--- src/rtl/dmem_port_arbiter_if.sv ---
// ---------------------------------------------------------------------------
// dmem_port_arbiter_if
//   Bundles every bus-level signal around the data-memory port arbiter:
//     cpu_*  : CPU load/store side (absolute byte addresses)
//     dbg_*  : word-wide debug/DMA requester (level req, one-cycle ack)
//     dm_*   : the single DMEM port (byte offsets, combinational read)
//   Modports:
//     slave  : the arbiter's view (consumes cpu/dbg requests and dm_rdata)
//     master : the environment's view (CPU, debug requester and DMEM)
// ---------------------------------------------------------------------------
interface dmem_port_arbiter_if;
    // CPU side
    logic        cpu_r;
    logic        cpu_w;
    logic [31:0] cpu_addr;
    logic [31:0] cpu_wdata;
    logic [3:0]  cpu_byteena;
    logic [31:0] cpu_rdata;
    logic        cpu_stall;
    logic        cpu_fault;

    // Debug / DMA side
    logic        dbg_req;
    logic        dbg_we;
    logic [31:0] dbg_addr;
    logic [31:0] dbg_wdata;
    logic        dbg_ack;
    logic [31:0] dbg_rdata;
    logic        dbg_err;

    // DMEM side
    logic        dm_r;
    logic        dm_w;
    logic [31:0] dm_addr;
    logic [31:0] dm_wdata;
    logic [3:0]  dm_byteena;
    logic [31:0] dm_rdata;

    modport slave (
        input  cpu_r, cpu_w, cpu_addr, cpu_wdata, cpu_byteena,
        output cpu_rdata, cpu_stall, cpu_fault,
        input  dbg_req, dbg_we, dbg_addr, dbg_wdata,
        output dbg_ack, dbg_rdata, dbg_err,
        output dm_r, dm_w, dm_addr, dm_wdata, dm_byteena,
        input  dm_rdata
    );

    modport master (
        output cpu_r, cpu_w, cpu_addr, cpu_wdata, cpu_byteena,
        input  cpu_rdata, cpu_stall, cpu_fault,
        output dbg_req, dbg_we, dbg_addr, dbg_wdata,
        input  dbg_ack, dbg_rdata, dbg_err,
        input  dm_r, dm_w, dm_addr, dm_wdata, dm_byteena,
        output dm_rdata
    );
endinterface

--- src/rtl/dmem_port_arbiter.sv ---
// ---------------------------------------------------------------------------
// dmem_port_arbiter
//   Shares the single DMEM port between the CPU load/store path and a
//   word-wide debug/DMA requester. The CPU has priority and sees a purely
//   combinational pass-through (base-address translation + range check).
//   The debug port waits for an idle CPU cycle, or is force-granted after
//   STARVE_MAX busy WAIT cycles, which stalls the CPU for that one cycle.
//
//   Ports:
//     clk  : system clock
//     rst  : asynchronous, active-low reset
//     bus  : dmem_port_arbiter_if.slave (cpu_*, dbg_*, dm_* signals)
//
//   Parameters:
//     BASE_ADDR   : absolute byte address mapped to DMEM offset 0
//     DEPTH_BYTES : valid offsets are [0, DEPTH_BYTES)
//     STARVE_MAX  : busy WAIT cycles before a forced grant (>= 1)
// ---------------------------------------------------------------------------
module dmem_port_arbiter #(
    parameter logic [31:0] BASE_ADDR   = 32'h1001_0000,
    parameter int unsigned DEPTH_BYTES = 8192,
    parameter int unsigned STARVE_MAX  = 8
) (
    input  logic                clk,
    input  logic                rst,
    dmem_port_arbiter_if.slave  bus
);

    typedef enum logic [1:0] {
        S_IDLE  = 2'd0,
        S_WAIT  = 2'd1,
        S_GRANT = 2'd2,
        S_ACK   = 2'd3
    } state_t;

    localparam int              CNT_W       = (STARVE_MAX > 1) ? $clog2(STARVE_MAX) : 1;
    localparam logic [CNT_W-1:0] STARVE_LAST = CNT_W'(STARVE_MAX - 1);
    localparam logic [31:0]     DEPTH       = 32'(DEPTH_BYTES);

    state_t           state_q;
    logic [CNT_W-1:0] starve_q;
    logic             dbg_ack_q;
    logic             dbg_err_q;
    logic [31:0]      dbg_rdata_q;

    logic [31:0] cpu_off;
    logic [31:0] dbg_off;
    logic        cpu_oor;
    logic        dbg_bad;
    logic        cpu_act;
    logic        granted;

    // Modular subtraction: addresses below BASE_ADDR wrap to huge offsets,
    // but the explicit "< BASE_ADDR" term keeps the intent obvious.
    assign cpu_off = bus.cpu_addr - BASE_ADDR;
    assign dbg_off = bus.dbg_addr - BASE_ADDR;
    assign cpu_oor = (bus.cpu_addr < BASE_ADDR) || (cpu_off >= DEPTH);
    assign dbg_bad = (bus.dbg_addr < BASE_ADDR) || (dbg_off >= DEPTH) ||
                     (bus.dbg_addr[1:0] != 2'b00);
    assign cpu_act = bus.cpu_r | bus.cpu_w;
    assign granted = (state_q == S_GRANT);

    // Debug-side FSM; all dbg_* outputs are registered here.
    always_ff @(posedge clk or negedge rst) begin
        if (!rst) begin
            state_q     <= S_IDLE;
            starve_q    <= '0;
            dbg_ack_q   <= 1'b0;
            dbg_err_q   <= 1'b0;
            dbg_rdata_q <= 32'h0;
        end else begin
            case (state_q)
                S_IDLE: begin
                    if (bus.dbg_req) begin
                        if (dbg_bad) begin
                            // Rejected without touching DMEM: ack next cycle.
                            state_q     <= S_ACK;
                            dbg_ack_q   <= 1'b1;
                            dbg_err_q   <= 1'b1;
                            dbg_rdata_q <= 32'h0;
                        end else begin
                            state_q  <= S_WAIT;
                            starve_q <= '0;
                        end
                    end
                end
                S_WAIT: begin
                    // starve_q counts busy WAIT cycles already seen; the
                    // STARVE_MAX-th busy cycle forces the grant.
                    if (!cpu_act || (starve_q == STARVE_LAST)) begin
                        state_q <= S_GRANT;
                    end else begin
                        starve_q <= starve_q + CNT_W'(1);
                    end
                end
                S_GRANT: begin
                    if (!bus.dbg_we) begin
                        dbg_rdata_q <= bus.dm_rdata;
                    end
                    dbg_err_q <= 1'b0;
                    dbg_ack_q <= 1'b1;
                    state_q   <= S_ACK;
                end
                S_ACK: begin
                    // dbg_req is deliberately not looked at here.
                    dbg_ack_q <= 1'b0;
                    state_q   <= S_IDLE;
                end
                default: begin
                    state_q <= S_IDLE;
                end
            endcase
        end
    end

    // DMEM port mux. Reset gates the strobes so nothing reaches DMEM while
    // rst is low, even if the CPU keeps strobing.
    always_comb begin
        bus.dm_r       = 1'b0;
        bus.dm_w       = 1'b0;
        bus.dm_addr    = 32'h0;
        bus.dm_wdata   = 32'h0;
        bus.dm_byteena = 4'h0;
        bus.cpu_rdata  = 32'h0;
        bus.cpu_stall  = 1'b0;
        bus.cpu_fault  = 1'b0;
        if (rst) begin
            if (granted) begin
                bus.dm_r       = !bus.dbg_we;
                bus.dm_w       = bus.dbg_we;
                bus.dm_addr    = dbg_off;
                bus.dm_wdata   = bus.dbg_wdata;
                bus.dm_byteena = 4'hF;
                bus.cpu_stall  = cpu_act;
            end else if (cpu_act) begin
                if (cpu_oor) begin
                    bus.cpu_fault = 1'b1;
                end else begin
                    bus.dm_r       = bus.cpu_r;
                    bus.dm_w       = bus.cpu_w;
                    bus.dm_addr    = cpu_off;
                    bus.dm_wdata   = bus.cpu_wdata;
                    bus.dm_byteena = bus.cpu_byteena;
                    bus.cpu_rdata  = bus.dm_rdata;
                end
            end
        end
    end

    assign bus.dbg_ack   = dbg_ack_q;
    assign bus.dbg_err   = dbg_err_q;
    assign bus.dbg_rdata = dbg_rdata_q;

endmodule
--- src/flat_wrapper.sv ---
// flat-port wrapper written by rule: the top's interface ports become plain ports
module dmem_port_arbiter_flat 
#(
    parameter logic [31:0] BASE_ADDR   = 32'h1001_0000,
    parameter int unsigned DEPTH_BYTES = 8192,
    parameter int unsigned STARVE_MAX  = 8
)
  (clk, rst, bus_cpu_r, bus_cpu_w, bus_cpu_addr, bus_cpu_wdata, bus_cpu_byteena, bus_cpu_rdata, bus_cpu_stall, bus_cpu_fault, bus_dbg_req, bus_dbg_we, bus_dbg_addr, bus_dbg_wdata, bus_dbg_ack, bus_dbg_rdata, bus_dbg_err, bus_dm_r, bus_dm_w, bus_dm_addr, bus_dm_wdata, bus_dm_byteena, bus_dm_rdata);
  dmem_port_arbiter_if bus_i ();
  input  logic clk;
  input  logic rst;
  input wire logic [$bits(bus_i.cpu_r)-1:0] bus_cpu_r;
  input wire logic [$bits(bus_i.cpu_w)-1:0] bus_cpu_w;
  input wire logic [$bits(bus_i.cpu_addr)-1:0] bus_cpu_addr;
  input wire logic [$bits(bus_i.cpu_wdata)-1:0] bus_cpu_wdata;
  input wire logic [$bits(bus_i.cpu_byteena)-1:0] bus_cpu_byteena;
  output wire logic [$bits(bus_i.cpu_rdata)-1:0] bus_cpu_rdata;
  output wire logic [$bits(bus_i.cpu_stall)-1:0] bus_cpu_stall;
  output wire logic [$bits(bus_i.cpu_fault)-1:0] bus_cpu_fault;
  input wire logic [$bits(bus_i.dbg_req)-1:0] bus_dbg_req;
  input wire logic [$bits(bus_i.dbg_we)-1:0] bus_dbg_we;
  input wire logic [$bits(bus_i.dbg_addr)-1:0] bus_dbg_addr;
  input wire logic [$bits(bus_i.dbg_wdata)-1:0] bus_dbg_wdata;
  output wire logic [$bits(bus_i.dbg_ack)-1:0] bus_dbg_ack;
  output wire logic [$bits(bus_i.dbg_rdata)-1:0] bus_dbg_rdata;
  output wire logic [$bits(bus_i.dbg_err)-1:0] bus_dbg_err;
  output wire logic [$bits(bus_i.dm_r)-1:0] bus_dm_r;
  output wire logic [$bits(bus_i.dm_w)-1:0] bus_dm_w;
  output wire logic [$bits(bus_i.dm_addr)-1:0] bus_dm_addr;
  output wire logic [$bits(bus_i.dm_wdata)-1:0] bus_dm_wdata;
  output wire logic [$bits(bus_i.dm_byteena)-1:0] bus_dm_byteena;
  input wire logic [$bits(bus_i.dm_rdata)-1:0] bus_dm_rdata;
  assign bus_i.cpu_r = bus_cpu_r;
  assign bus_i.cpu_w = bus_cpu_w;
  assign bus_i.cpu_addr = bus_cpu_addr;
  assign bus_i.cpu_wdata = bus_cpu_wdata;
  assign bus_i.cpu_byteena = bus_cpu_byteena;
  assign bus_cpu_rdata = bus_i.cpu_rdata;
  assign bus_cpu_stall = bus_i.cpu_stall;
  assign bus_cpu_fault = bus_i.cpu_fault;
  assign bus_i.dbg_req = bus_dbg_req;
  assign bus_i.dbg_we = bus_dbg_we;
  assign bus_i.dbg_addr = bus_dbg_addr;
  assign bus_i.dbg_wdata = bus_dbg_wdata;
  assign bus_dbg_ack = bus_i.dbg_ack;
  assign bus_dbg_rdata = bus_i.dbg_rdata;
  assign bus_dbg_err = bus_i.dbg_err;
  assign bus_dm_r = bus_i.dm_r;
  assign bus_dm_w = bus_i.dm_w;
  assign bus_dm_addr = bus_i.dm_addr;
  assign bus_dm_wdata = bus_i.dm_wdata;
  assign bus_dm_byteena = bus_i.dm_byteena;
  assign bus_i.dm_rdata = bus_dm_rdata;
  dmem_port_arbiter #(.BASE_ADDR(BASE_ADDR), .DEPTH_BYTES(DEPTH_BYTES), .STARVE_MAX(STARVE_MAX)) u_core (.clk(clk), .rst(rst), .bus(bus_i));
endmodule
--- config.mk ---
export PLATFORM = sky130hd
export DESIGN_NAME = dmem_port_arbiter_flat
export DESIGN_NICKNAME = d
export VERILOG_FILES = /design/src/rtl/dmem_port_arbiter_if.sv /design/src/rtl/dmem_port_arbiter.sv /design/src/flat_wrapper.sv
export SDC_FILE = /design/constraint.sdc
export NUM_CORES = 1
export LEC_CHECK = 0
export ABC_CLOCK_PERIOD_IN_PS = 9800
export CELL_PAD_IN_SITES_DETAIL_PLACEMENT = 1
export CELL_PAD_IN_SITES_GLOBAL_PLACEMENT = 2
export CORE_AREA = 2 2 150 152
export DETAILED_ROUTE_END_ITERATION = 12
export DIE_AREA = 0 0 152 154
export GPL_TIMING_DRIVEN = 1
export HOLD_SLACK_MARGIN = 0.1
export PLACE_DENSITY = 0.84
export SYNTH_ARGS = -nofsm -noshare
export SYNTH_HDL_FRONTEND = slang
export SYNTH_SLANG_ARGS = --single-unit
--- constraint.sdc ---
create_clock -name clk -period 9.8 [get_ports clk]
set_clock_uncertainty 0.1 [all_clocks]
set_input_delay 0.98 -clock clk [delete_from_list [all_inputs] [get_ports clk]]
set_output_delay 0.98 -clock clk [all_outputs]
set_load 0.03 [all_outputs]
==> reports/summary.json <==
{
  "run_status": {"value": "finished clean"},
  "timing.slew.headroom": {"value": 32.5, "unit": "%"},
  "crit_path_cell_chain": {"value": "clkdlybuf4s50_1 > inv_1 > ha_1 > or4b_1 > nor3b_1 > a41oi_1 > o32a_1 > or4_4 > nor4b_4 > buf_4 > a22o_1 > clkdlybuf4s50_1"},
  "synth_top_cell_area_share": {"value": 26.8, "unit": "%"},
  "drtPass1Iterations": {"value": 4},
  "rsz0062_at_grt": {"value": "false"},
  "max_clock_freq": {"value": 0.152, "unit": "GHz"},
  "worst_path_largest_cell_delay": {"value": 740, "unit": "ps"},
  "critical_r2r_capture": {"value": "u_core.bus.dbg_rdata[21]"},
  "worstSetupStartpointType": {"value": "input pin"},
  "post-cts-setup-buffer-count": {"value": 0},
  "count_of_distinct_cell_types_in_the_synthesized_netlist": {"value": 57},
  "crit_top_cell": {"value": "clkdlybuf4s50_1"},
  "postSynthNetCount": {"value": 633},
  "grt_antenna_before_repair": {"value": 3},
  "postPlaceCellArea": {"value": 6970, "unit": "um2"},
  "timing.critical_path.max_delay_family": {"value": "buffers and inverters"},
  "synth.yosys.seq_area_share": {"value": 26.8, "unit": "%"},
  "ys_seq_elements": {"value": 39},
  "report.final.slew_viol_count": {"value": 0},
  "static-leakage-power": {"value": 2.73, "unit": "nW"},
  "period_minus_slack": {"value": 6590, "unit": "ps"},
  "setup.reg_to_reg.worst_slack": {"value": 6930, "unit": "ps"},
  "clock_latency": {"value": 280, "unit": "ps"},
  "io_pins": {"value": 308},
  "place.gp.congestion": {"value": 0.792},
  "layout_worst_path_cycle_share": {"value": 67.2, "unit": "%"},
  "post_cts_resized": {"value": 0},
  "layout.cell_area.non_filler": {"value": 7160, "unit": "um2"},
  "initial_core_util": {"value": 16.8, "unit": "%"},
  "highest_count_cells_in_the_layout_ignoring_fill_and_taps": {"value": "clkdlybuf4s50_1, a22o_1, inv_1"},
  "via_count_of_the_first_global_routing_pass": {"value": 5038},
  "diodes": {"value": 0},
  "critical_path_class": {"value": "input pin to output pin"},
  "cell_at_the_root_of_the_clock_tree": {"value": "clkbuf_16"},
  "asyncSetResetFlopFracSynth": {"value": 100, "unit": "%"},
  "hold_start": {"value": "u_core.bus.dbg_rdata[31]"},
  "worstPathBufferInverterCount": {"value": 4},
  "synth_enable_flop_cells": {"value": 0},
  "netlist.top_cell.by_area": {"value": "dfrtp_1"},
  "tns": {"value": 0, "unit": "ps"},
  "grt_max_degree": {"value": 80},
  "die_height": {"value": 154, "unit": "um"},
  "ant_nets": {"value": 0},
  "postCtsHoldBufs": {"value": 0},
  "totalWireLength": {"value": 21.0, "unit": "mm"},
  "syn_to_layout_area_delta": {"value": 96.5, "unit": "%"},
  "utilization": {"value": 33.0, "unit": "%"},
  "timing_hold_violations_final": {"value": 0},
  "path_clk_slew": {"value": 60, "unit": "ps"},
  "layout-drive-gt1-share": {"value": 6.38, "unit": "%"},
  "grt-ovfl-total": {"value": 0},
  "count_of_input_and_output_buffers": {"value": 307},
  "drv_cap": {"value": 0},
  "timing.reg2reg.worst_path_depth": {"value": 9},
  "cts.path.max_buffers": {"value": 2},
  "ys_top_cells_by_area": {"value": "dfrtp_1, a22o_1, and2_1"},
  "worst_hold_path.endpoint": {"value": "u_core.bus.dbg_rdata[31]"},
  "endpoint_kind": {"value": "output pin"},
  "yosys_most_used_dff": {"value": "dfrtp_1"},
  "final_nets": {"value": 917},
  "floorplan.core_area": {"value": 21700, "unit": "um2"},
  "critical_path_arrival": {"value": 5510, "unit": "ps"},
  "x_dimension_of_the_die": {"value": 152, "unit": "um"},
  "vias": {"value": 4717},
  "routed_wire_length_per_instance": {"value": 20.7, "unit": "um"},
  "average_via_count_per_standard_cell": {"value": 4.64},
  "cts.sinks": {"value": 39},
  "layout_commonest_cell": {"value": "clkdlybuf4s50_1"},
  "yosysWarningCount": {"value": 0},
  "drt_first_iter_violations": {"value": 167},
  "grt_use_total": {"value": 17.4, "unit": "%"},
  "critical_path_required": {"value": 8720, "unit": "ps"},
  "vdd.ir_drop.worst": {"value": 0.0000755, "unit": "V"},
  "syn-mean-instance-area": {"value": 8.06, "unit": "um2"},
  "worst_hold_path.num_cells": {"value": 1},
  "fillCellCount": {"value": 2545},
  "synth_area": {"value": 3640, "unit": "um2"},
  "cts-htree-levels": {"value": 2},
  "finalSetupViolCount": {"value": 0},
  "critPathMaxFanout": {"value": 79},
  "drc": {"value": 0},
  "cts_tree": {"value": "yes"},
  "regToRegStartpoint": {"value": "u_core.state_q[0]"},
  "first_pass_grt_wire_length": {"value": 31.9, "unit": "mm"},
  "cts_made_buffers": {"value": 5},
  "syn-instance-count": {"value": 452},
  "placementRows": {"value": 54},
  "tightestPinTransition": {"value": 1010, "unit": "ps"},
  "holdCritPathClass": {"value": "flop to flop"},
  "cpMaxStageDelayCell": {"value": "clkdlybuf4s50_1"},
  "powerDensity": {"value": 195, "unit": "nW/um2"},
  "design.die.area": {"value": 23400, "unit": "um2"},
  "detailed_place_hpwl": {"value": 16.7, "unit": "mm"}
}
-- worst max-delay path by stage --
stage | slack [ps] | endpoint | cells after the start | startpoint
floorplan | 5060 | bus_cpu_rdata[0] | 11 | bus_cpu_addr[16]
global placement | 3230 | bus_dm_wdata[29] | 12 | bus_cpu_addr[16]
detailed placement | 3230 | bus_dm_wdata[29] | 12 | bus_cpu_addr[16]
CTS | 3220 | bus_dm_wdata[29] | 12 | bus_cpu_addr[16]
global route | 2980 | bus_dm_wdata[29] | 12 | bus_cpu_addr[16]
finish | 3210 | bus_dm_wdata[29] | 12 | bus_cpu_addr[16]
-- cell usage after synthesis, drive strengths merged (5+ instances only) --
cell / n
xor2: 8
and2: 39
nand3: 9
nor3: 10
a31oi: 34
ha: 11
a31o: 31
nand2: 23
a21oi: 8
nor4: 6
buf: 12
clkbuf: 26
xnor2: 6
nor2: 27
and3: 6
or4: 5
nand4: 6
dfrtp: 39
o21ai: 10
a22o: 46
inv: 44
-- layer usage --
layer,track usage [%],wire [um]
met3,4.26,1180
met5,0,41
met1,20.2,8420
met2,31.6,10700
met4,5.43,658
-- logic make-up after synthesis --
logic type / synth area share (%)
and+or+nand+nor: 24.3
DFF: 26.8
muxes: 0.858
AOI/OAI and AO/OA: 31.9
adders and majority gates: 3.78
buffers and inverters: 9.06
xor gates and xnor gates: 3.36
-- worst reg2reg max path: cells and delay by family (launching register included) --
| kind | cells | cell delay, ps |
|---|---|---|
| buf+inv | 5 | 1500 |
| compound gates | 2 | 390 |
| simple gates | 1 | 220 |
| flops | 1 | 420 |
| fa+ha+maj | 1 | 170 |
-- registers in the layout, indices dropped and copies added, names as in the netlist --
register,flops
u_core.state_q,2
u_core.starve_q,3
u_core.bus.dbg_err,1
u_core.bus.dbg_rdata,32
u_core.bus.dbg_ack,1
-- stage by stage --
step	setup slack (ps)	power (mW)	hold slack [ps]	std cells
finish	3210	1.40	434	1017
detailed placement	3230	1.19	426	1009
global route	2980	1.49	465	1017
floorplan	5060	0.788	412	452
CTS	3220	1.42	445	1017
global placement	3230	1.18	400	1009
-- power by group --
group / switching, mW / internal (mW)
Sequential: 0.0416 / 0.230
Clock: 0.0699 / 0.146
Combinational: 0.529 / 0.381
-- final cells by class --
cell class / count / area [um2] / area share, %
Clock buffer: 6 / 129 / 1.80
Clock inverter: 2 / 60.1 / 0.839
Inverter: 44 / 165 / 2.31
Multi-Input combinational cell: 331 / 2350 / 32.8
Sequential cell: 39 / 976 / 13.6
Tap cell: 280 / 350 / 4.89
Timing Repair Buffer: 315 / 3130 / 43.7
Power figures use the tool's default switching activity.
